`src/rtl/mem_access_unit.sv`:
```
// ============================================================================
// mem_access_unit: load/store stage turning one memory op into a req/gnt/rvalid
// bus transaction plus an extended register write-back.
// Optional: define MEM_TIMEOUT_EN to abort stalled bus transactions.
// Revision: 1.0 - initial release
// ============================================================================
`default_nettype none

module mem_access_unit #(
  parameter int XLEN        = 32,
  parameter int REG_SEL_W   = 5,
  parameter int TIMEOUT_CYC = 64
) (
  input  logic                 iClk,
  input  logic                 iRst,
  input  logic                 iMemOpDv,
  input  logic                 iRead,
  input  logic                 iWrite,
  input  logic [XLEN-1:0]      iAddr,
  input  logic [XLEN-1:0]      iData,
  input  logic [2:0]           iOpType,
  input  logic [REG_SEL_W-1:0] iRdAddr,
  output logic                 oBusy,
  output logic                 oRegDv,
  output logic [REG_SEL_W-1:0] oRegAddr,
  output logic [XLEN-1:0]      oRegData,
  output logic                 oExcept,
  output logic [1:0]           oExcCause,
  output logic                 oMemReq,
  output logic                 oMemWe,
  output logic [XLEN-1:0]      oMemAddr,
  output logic [XLEN-1:0]      oMemWData,
  output logic [XLEN/8-1:0]    oMemBe,
  input  logic                 iMemGnt,
  input  logic                 iMemRValid,
  input  logic [XLEN-1:0]      iMemRData
);

  localparam int NB    = XLEN / 8;
  localparam int OFF_W = $clog2(NB);

  localparam logic [1:0] CAUSE_MISALIGN = 2'b01;
  localparam logic [1:0] CAUSE_ILLEGAL  = 2'b10;
  localparam logic [1:0] CAUSE_TIMEOUT  = 2'b11;

  typedef enum logic [1:0] {
    IDLE   = 2'd0,
    REQ    = 2'd1,
    WAIT_R = 2'd2
  } state_t;

  state_t                 state_q, state_d;
  logic                   mem_req_q, mem_req_d;
  logic                   mem_we_q, mem_we_d;
  logic [XLEN-1:0]        mem_addr_q, mem_addr_d;
  logic [XLEN-1:0]        mem_wdata_q, mem_wdata_d;
  logic [NB-1:0]          mem_be_q, mem_be_d;
  logic                   reg_dv_q, reg_dv_d;
  logic [REG_SEL_W-1:0]   reg_addr_q, reg_addr_d;
  logic [XLEN-1:0]        reg_data_q, reg_data_d;
  logic                   except_q, except_d;
  logic [1:0]             exc_cause_q, exc_cause_d;
  logic [2:0]             ld_type_q, ld_type_d;
  logic [OFF_W-1:0]       ld_off_q, ld_off_d;
  logic [REG_SEL_W-1:0]   ld_rd_q, ld_rd_d;

`ifdef MEM_TIMEOUT_EN
  localparam int CNT_W = $clog2(TIMEOUT_CYC + 1);
  logic [CNT_W-1:0]       timer_q, timer_d;
  logic                   timer_expired;
  assign timer_expired = (timer_q == CNT_W'(TIMEOUT_CYC - 1));
`endif

  logic                   accept;
  logic                   op_legal;
  logic                   op_misaligned;
  logic [NB-1:0]          be_calc;
  logic [XLEN-1:0]        wdata_calc;
  logic [XLEN-1:0]        rdata_sh;
  logic                   ld_sign;
  logic [XLEN-1:0]        ld_ext;

  assign accept = iMemOpDv & (iRead ^ iWrite);

  // Doubleword and unsigned-word codes only exist on a 64-bit datapath.
  always_comb begin
    op_legal = 1'b0;
    if (iRead) begin
      case (iOpType)
        3'b000, 3'b001, 3'b010, 3'b100, 3'b101: op_legal = 1'b1;
        3'b011, 3'b110:                         op_legal = (XLEN == 64);
        default:                                op_legal = 1'b0;
      endcase
    end else begin
      case (iOpType)
        3'b000, 3'b001, 3'b010: op_legal = 1'b1;
        3'b011:                 op_legal = (XLEN == 64);
        default:                op_legal = 1'b0;
      endcase
    end
  end

  always_comb begin
    case (iOpType[1:0])
      2'b01:   op_misaligned = iAddr[0];
      2'b10:   op_misaligned = (iAddr[1:0] != 2'b00);
      2'b11:   op_misaligned = (iAddr[2:0] != 3'b000);
      default: op_misaligned = 1'b0;
    endcase
  end

  always_comb begin
    for (int i = 0; i < NB; i++) begin
      be_calc[i] = (i >= int'(iAddr[OFF_W-1:0])) &&
                   (i <  int'(iAddr[OFF_W-1:0]) + (1 << iOpType[1:0]));
    end
  end

  always_comb begin
    case (iOpType[1:0])
      2'b00:   wdata_calc = {NB{iData[7:0]}};
      2'b01:   wdata_calc = {(NB/2){iData[15:0]}};
      2'b10:   wdata_calc = {(NB/4){iData[31:0]}};
      default: wdata_calc = iData;
    endcase
  end

  assign rdata_sh = iMemRData >> {ld_off_q, 3'b000};

  always_comb begin
    case (ld_type_q[1:0])
      2'b00:   ld_sign = rdata_sh[7];
      2'b01:   ld_sign = rdata_sh[15];
      2'b10:   ld_sign = rdata_sh[31];
      default: ld_sign = rdata_sh[XLEN-1];
    endcase
    if (ld_type_q[2]) ld_sign = 1'b0;
    for (int i = 0; i < XLEN; i++) begin
      ld_ext[i] = (i < (8 << ld_type_q[1:0])) ? rdata_sh[i] : ld_sign;
    end
  end

  always_comb begin
    state_d     = state_q;
    mem_req_d   = mem_req_q;
    mem_we_d    = mem_we_q;
    mem_addr_d  = mem_addr_q;
    mem_wdata_d = mem_wdata_q;
    mem_be_d    = mem_be_q;
    reg_dv_d    = 1'b0;
    reg_addr_d  = reg_addr_q;
    reg_data_d  = reg_data_q;
    except_d    = 1'b0;
    exc_cause_d = 2'b00;
    ld_type_d   = ld_type_q;
    ld_off_d    = ld_off_q;
    ld_rd_d     = ld_rd_q;

    case (state_q)
      IDLE: begin
        if (accept) begin
          if (!op_legal) begin
            except_d    = 1'b1;
            exc_cause_d = CAUSE_ILLEGAL;
          end else if (op_misaligned) begin
            except_d    = 1'b1;
            exc_cause_d = CAUSE_MISALIGN;
          end else begin
            state_d     = REQ;
            mem_req_d   = 1'b1;
            mem_we_d    = iWrite;
            mem_addr_d  = {iAddr[XLEN-1:OFF_W], {OFF_W{1'b0}}};
            mem_wdata_d = wdata_calc;
            mem_be_d    = be_calc;
            ld_type_d   = iOpType;
            ld_off_d    = iAddr[OFF_W-1:0];
            ld_rd_d     = iRdAddr;
          end
        end
      end

      REQ: begin
        if (iMemGnt) begin
          mem_req_d = 1'b0;
          if (mem_we_q) begin
            state_d = IDLE;
          end else if (iMemRValid) begin
            state_d  = IDLE;
            reg_dv_d = (ld_rd_q != '0);
            if (ld_rd_q != '0) begin
              reg_addr_d = ld_rd_q;
              reg_data_d = ld_ext;
            end
          end else begin
            state_d = WAIT_R;
          end
        end
`ifdef MEM_TIMEOUT_EN
        else if (timer_expired) begin
          state_d     = IDLE;
          mem_req_d   = 1'b0;
          except_d    = 1'b1;
          exc_cause_d = CAUSE_TIMEOUT;
        end
`endif
      end

      WAIT_R: begin
        if (iMemRValid) begin
          state_d  = IDLE;
          reg_dv_d = (ld_rd_q != '0);
          if (ld_rd_q != '0) begin
            reg_addr_d = ld_rd_q;
            reg_data_d = ld_ext;
          end
        end
`ifdef MEM_TIMEOUT_EN
        else if (timer_expired) begin
          state_d     = IDLE;
          except_d    = 1'b1;
          exc_cause_d = CAUSE_TIMEOUT;
        end
`endif
      end

      default: begin
        state_d   = IDLE;
        mem_req_d = 1'b0;
      end
    endcase
  end

`ifdef MEM_TIMEOUT_EN
  // Restart the count on every state change so each wait phase gets a full budget.
  always_comb begin
    if (state_q == IDLE || state_d != state_q) timer_d = '0;
    else                                       timer_d = timer_q + 1'b1;
  end
`endif

  always_ff @(posedge iClk) begin
    if (iRst) begin
      state_q     <= IDLE;
      mem_req_q   <= 1'b0;
      mem_we_q    <= 1'b0;
      mem_addr_q  <= '0;
      mem_wdata_q <= '0;
      mem_be_q    <= '0;
      reg_dv_q    <= 1'b0;
      reg_addr_q  <= '0;
      reg_data_q  <= '0;
      except_q    <= 1'b0;
      exc_cause_q <= 2'b00;
      ld_type_q   <= 3'b000;
      ld_off_q    <= '0;
      ld_rd_q     <= '0;
`ifdef MEM_TIMEOUT_EN
      timer_q     <= '0;
`endif
    end else begin
      state_q     <= state_d;
      mem_req_q   <= mem_req_d;
      mem_we_q    <= mem_we_d;
      mem_addr_q  <= mem_addr_d;
      mem_wdata_q <= mem_wdata_d;
      mem_be_q    <= mem_be_d;
      reg_dv_q    <= reg_dv_d;
      reg_addr_q  <= reg_addr_d;
      reg_data_q  <= reg_data_d;
      except_q    <= except_d;
      exc_cause_q <= exc_cause_d;
      ld_type_q   <= ld_type_d;
      ld_off_q    <= ld_off_d;
      ld_rd_q     <= ld_rd_d;
`ifdef MEM_TIMEOUT_EN
      timer_q     <= timer_d;
`endif
    end
  end

  assign oBusy     = (state_q != IDLE);
  assign oRegDv    = reg_dv_q;
  assign oRegAddr  = reg_addr_q;
  assign oRegData  = reg_data_q;
  assign oExcept   = except_q;
  assign oExcCause = exc_cause_q;
  assign oMemReq   = mem_req_q;
  assign oMemWe    = mem_we_q;
  assign oMemAddr  = mem_addr_q;
  assign oMemWData = mem_wdata_q;
  assign oMemBe    = mem_be_q;

endmodule

`default_nettype wire

```
`config.mk`:
```
export PLATFORM = sky130hd
export DESIGN_NAME = mem_access_unit
export DESIGN_NICKNAME = d
export VERILOG_FILES = /design/src/rtl/mem_access_unit.sv
export SDC_FILE = /design/constraint.sdc
export NUM_CORES = 1
export LEC_CHECK = 0
export CAP_MARGIN = 40
export CELL_PAD_IN_SITES_DETAIL_PLACEMENT = 0
export CELL_PAD_IN_SITES_GLOBAL_PLACEMENT = 1
export CORE_MARGIN = 3
export CORE_UTILIZATION = 33
export DETAILED_ROUTE_END_ITERATION = 6
export PLACE_DENSITY_LB_ADDON = 0.1
export RECOVER_POWER = 25
export SLEW_MARGIN = 40
export SYNTH_ARGS = -nofsm -noshare
export SYNTH_HDL_FRONTEND = slang
export SYNTH_SLANG_ARGS = --single-unit
```
`constraint.sdc`:
```
create_clock -name iClk -period 4.6 [get_ports iClk]
set_clock_uncertainty 0.15 [all_clocks]
set_input_delay 0.46 -clock iClk [delete_from_list [all_inputs] [get_ports iClk]]
set_output_delay 0.46 -clock iClk [all_outputs]
set_load 0.02 [all_outputs]
```
==> out/metrics.yaml <==
h-tree-depth: 4
synth_area_sq_mm: 0.005580
worstPathRequired_ps: 4780
grt_pass1_vias: 5356
io_buffers: 220
r2r_end: "oRegData[8]"
diodes: 0
crit_chain: "clkdlybuf4s50_1 -> or4_4 -> o31ai_4 -> buf_4 -> a31o_2 -> mux2i_1"
cts.sinks: 121
avgViaCountPerCell: 5.280
synth_commonest_cells: "121 x dfxtp_1, 92 x a21oi_1, 81 x o21ai_0"
tritoncts: "yes"
synth_area_per_cell_sq_um: 8.267
post_drt_wl_per_cell_um: 17.82
rsz0062_at_grt: "false"
fmax_ghz: 0.3645
crit_buf_inv: 2
min_from: "oRegData[6]"
detail_route.iter0.violations: 369
cp_data_arrival_time_ps: 2930
placed_cells: 1051
critPathMaxStageDelay_ps: 700
synth.area.top_cells: "dfxtp_1 43%, a21oi_1 8.3%, o21ai_0 7.3%"
hold_viol_final: 0
grt_usage_pct: 20.31
post-place-ws_ps: 1434
power.leakage_nw: 2.984
endpoint_kind: "flop"
synth_ff_type: "dfxtp_1"
ff_latch_area_sq_mm: 0.002422
rows: 46
cp_max_fo: 78
setup_ws_ps: 1857
place_area_sq_mm: 0.007833
regToRegSetupSlack_ps: 1950
setup_violations: 0
grt_pass1_wl_um: 29540
hpwl_um: 13670
start_util_pct: 34.38
numCtsBuffers: 17
design_area_sq_mm: 0.008409
postCtsHoldBufs: 0
fillers: 1504
synthDistinctLibCells: 47
stdcell_count: 1081
maxSlewHeadroom_pct: 45.46
ant_nets: 0
drive_gt1_share_pct: 6.590
drc: 0
cpLargestDelayFamily: "buffers and inverters"
worstSetupPathType: "input port to flop"
hold_path_depth: 2
total_power_mw: 2.763
synth_edf_count: 0
gp_congestion: 0.8364
cts_buffer_depth: 2
slowest_stage: "buf_4"
multi_input_area_sq_mm: 0.002874
async_reset_ff_share_pct: 0
coreArea_sq_mm: 0.01623
clk_latency_ps: 410
clk_pin_slew_worst_paths_ps: 50
yosysTopAreaCell: "dfxtp_1"
worstReg2RegStart: "ld_off_q[0]"
outcome: "complete, no violations"
chipHeight_um: 136.0
drv_slew: 0
worst_pin_slew_ps: 818.1
post_cts_buffers: 0
hold_end: "oRegData[6]"
ctsResizeCount: 0
ios: 223
power_per_cell_area_mw_per_mm2: 328.5
post-route-util_pct: 51.81
die_w_um: 136.0
yosysTopAreaCellShare_pct: 43.41
grt_max_degree: 79
hold_path.class: "flop to flop"
wl_um: 19260
ys_ff_latch: 121
yosysSeqAreaShare_pct: 43.41
max-vdd-ir-drop_uv: 273.9
min_period_over_period_pct: 59.64
num_vias: 5708
antenna_found_initial: 0
synth.most_common_cell: "dfxtp_1"
die-area_sq_mm: 0.01851
cts-root-buf: "clkbuf_16"
final_net_count: 970
critPathLaunchType: "input port"
syn_to_final_growth_pct: 50.70
min_period_ps: 2743
drtPass1Iterations: 5
whs_ps: 308.5
grt_overflow_total: 0
rr_worst_depth: 5
setup-tns-final_ps: 0
syn-instance-count: 675
drv_cap: 0
synth_warnings: 0
==> cell type report <==
type,instances,area share [%]
Clock inverter,7,0.8183
Sequential cell,121,28.81
Tap cell,216,3.214
Inverter,7,0.3125
Timing Repair Buffer,228,26.87
Clock buffer,23,5.803
Multi-Input combinational cell,479,34.18
==> worst register-to-register path: stages (launching register included) <==
cell and delay [ps]:
dfxtp_1 820, buf_4 360, mux2i_1 280, mux2i_1 180, a21oi_1 530, a211oi_1 160
==> kinds of logic after synthesis <==
kind of cell,share of synthesized area [%]
simple gates,15.34
buf+inv,5.785
flops,43.41
compound gates,25.76
other cells,0.06720
mux,8.049
xor+xnor,0.4709
fa+ha+maj,1.121
==> where the power goes <==
part           total, mW  internal, mW  switching (mW)
clock               1.25         0.791           0.459
combinational      0.416         0.188           0.228
sequential          1.10          1.08          0.0187
==> flip-flops by register name (all words and copies together), names as in the netlist <==
signal,cells
oMemWData,32
oRegData,32
oMemAddr,30
ld_rd_q,5
oRegAddr,5
oMemBe,4
ld_type_q,3
ld_off_q,2
oExcCause,2
state_q,2
oExcept,1
oMemReq,1
oMemWe,1
oRegDv,1
==> cell usage in the layout (no fill, tap or decap), types with 17 or more instances in the layout <==
cell type and count:
a211oi_1 33, a21oi_1 92, clkbuf_16 17, clkdlybuf4s50_1 164
dfxtp_1 121, dlygate4sd3_1 55, mux2i_1 37, nand2_1 63
nand3_1 60, nor2_1 32, o21ai_0 81
==> worst max-delay path by stage <==
| stage | startpoint | end | slack (ps) | cells after the start |
|---|---|---|---|---|
| after floorplan | iOpType[0] | oMemBe[2] | 2000 | 9 |
| after global placement | iAddr[1] | state_q[1] | 1480 | 6 |
| after detailed placement | iAddr[1] | state_q[1] | 1430 | 6 |
| after CTS | ld_off_q[0] | oRegData[19] | 1790 | 5 |
| after global routing | iAddr[1] | oMemWData[8] | 1710 | 6 |
| final | iAddr[1] | state_q[1] | 1860 | 6 |
==> layer usage <==
metal / global-route usage, % / vias up / wire, um
met2: 30.57 / 212 / 8732
met3: 7.994 / 17 / 1774
met5: 0 / - / 0
met4: 5.263 / 0 / 202
met1: 27.21 / 2689 / 8554
li1: - / 2790 / -
Power figures use the tool's default switching activity.
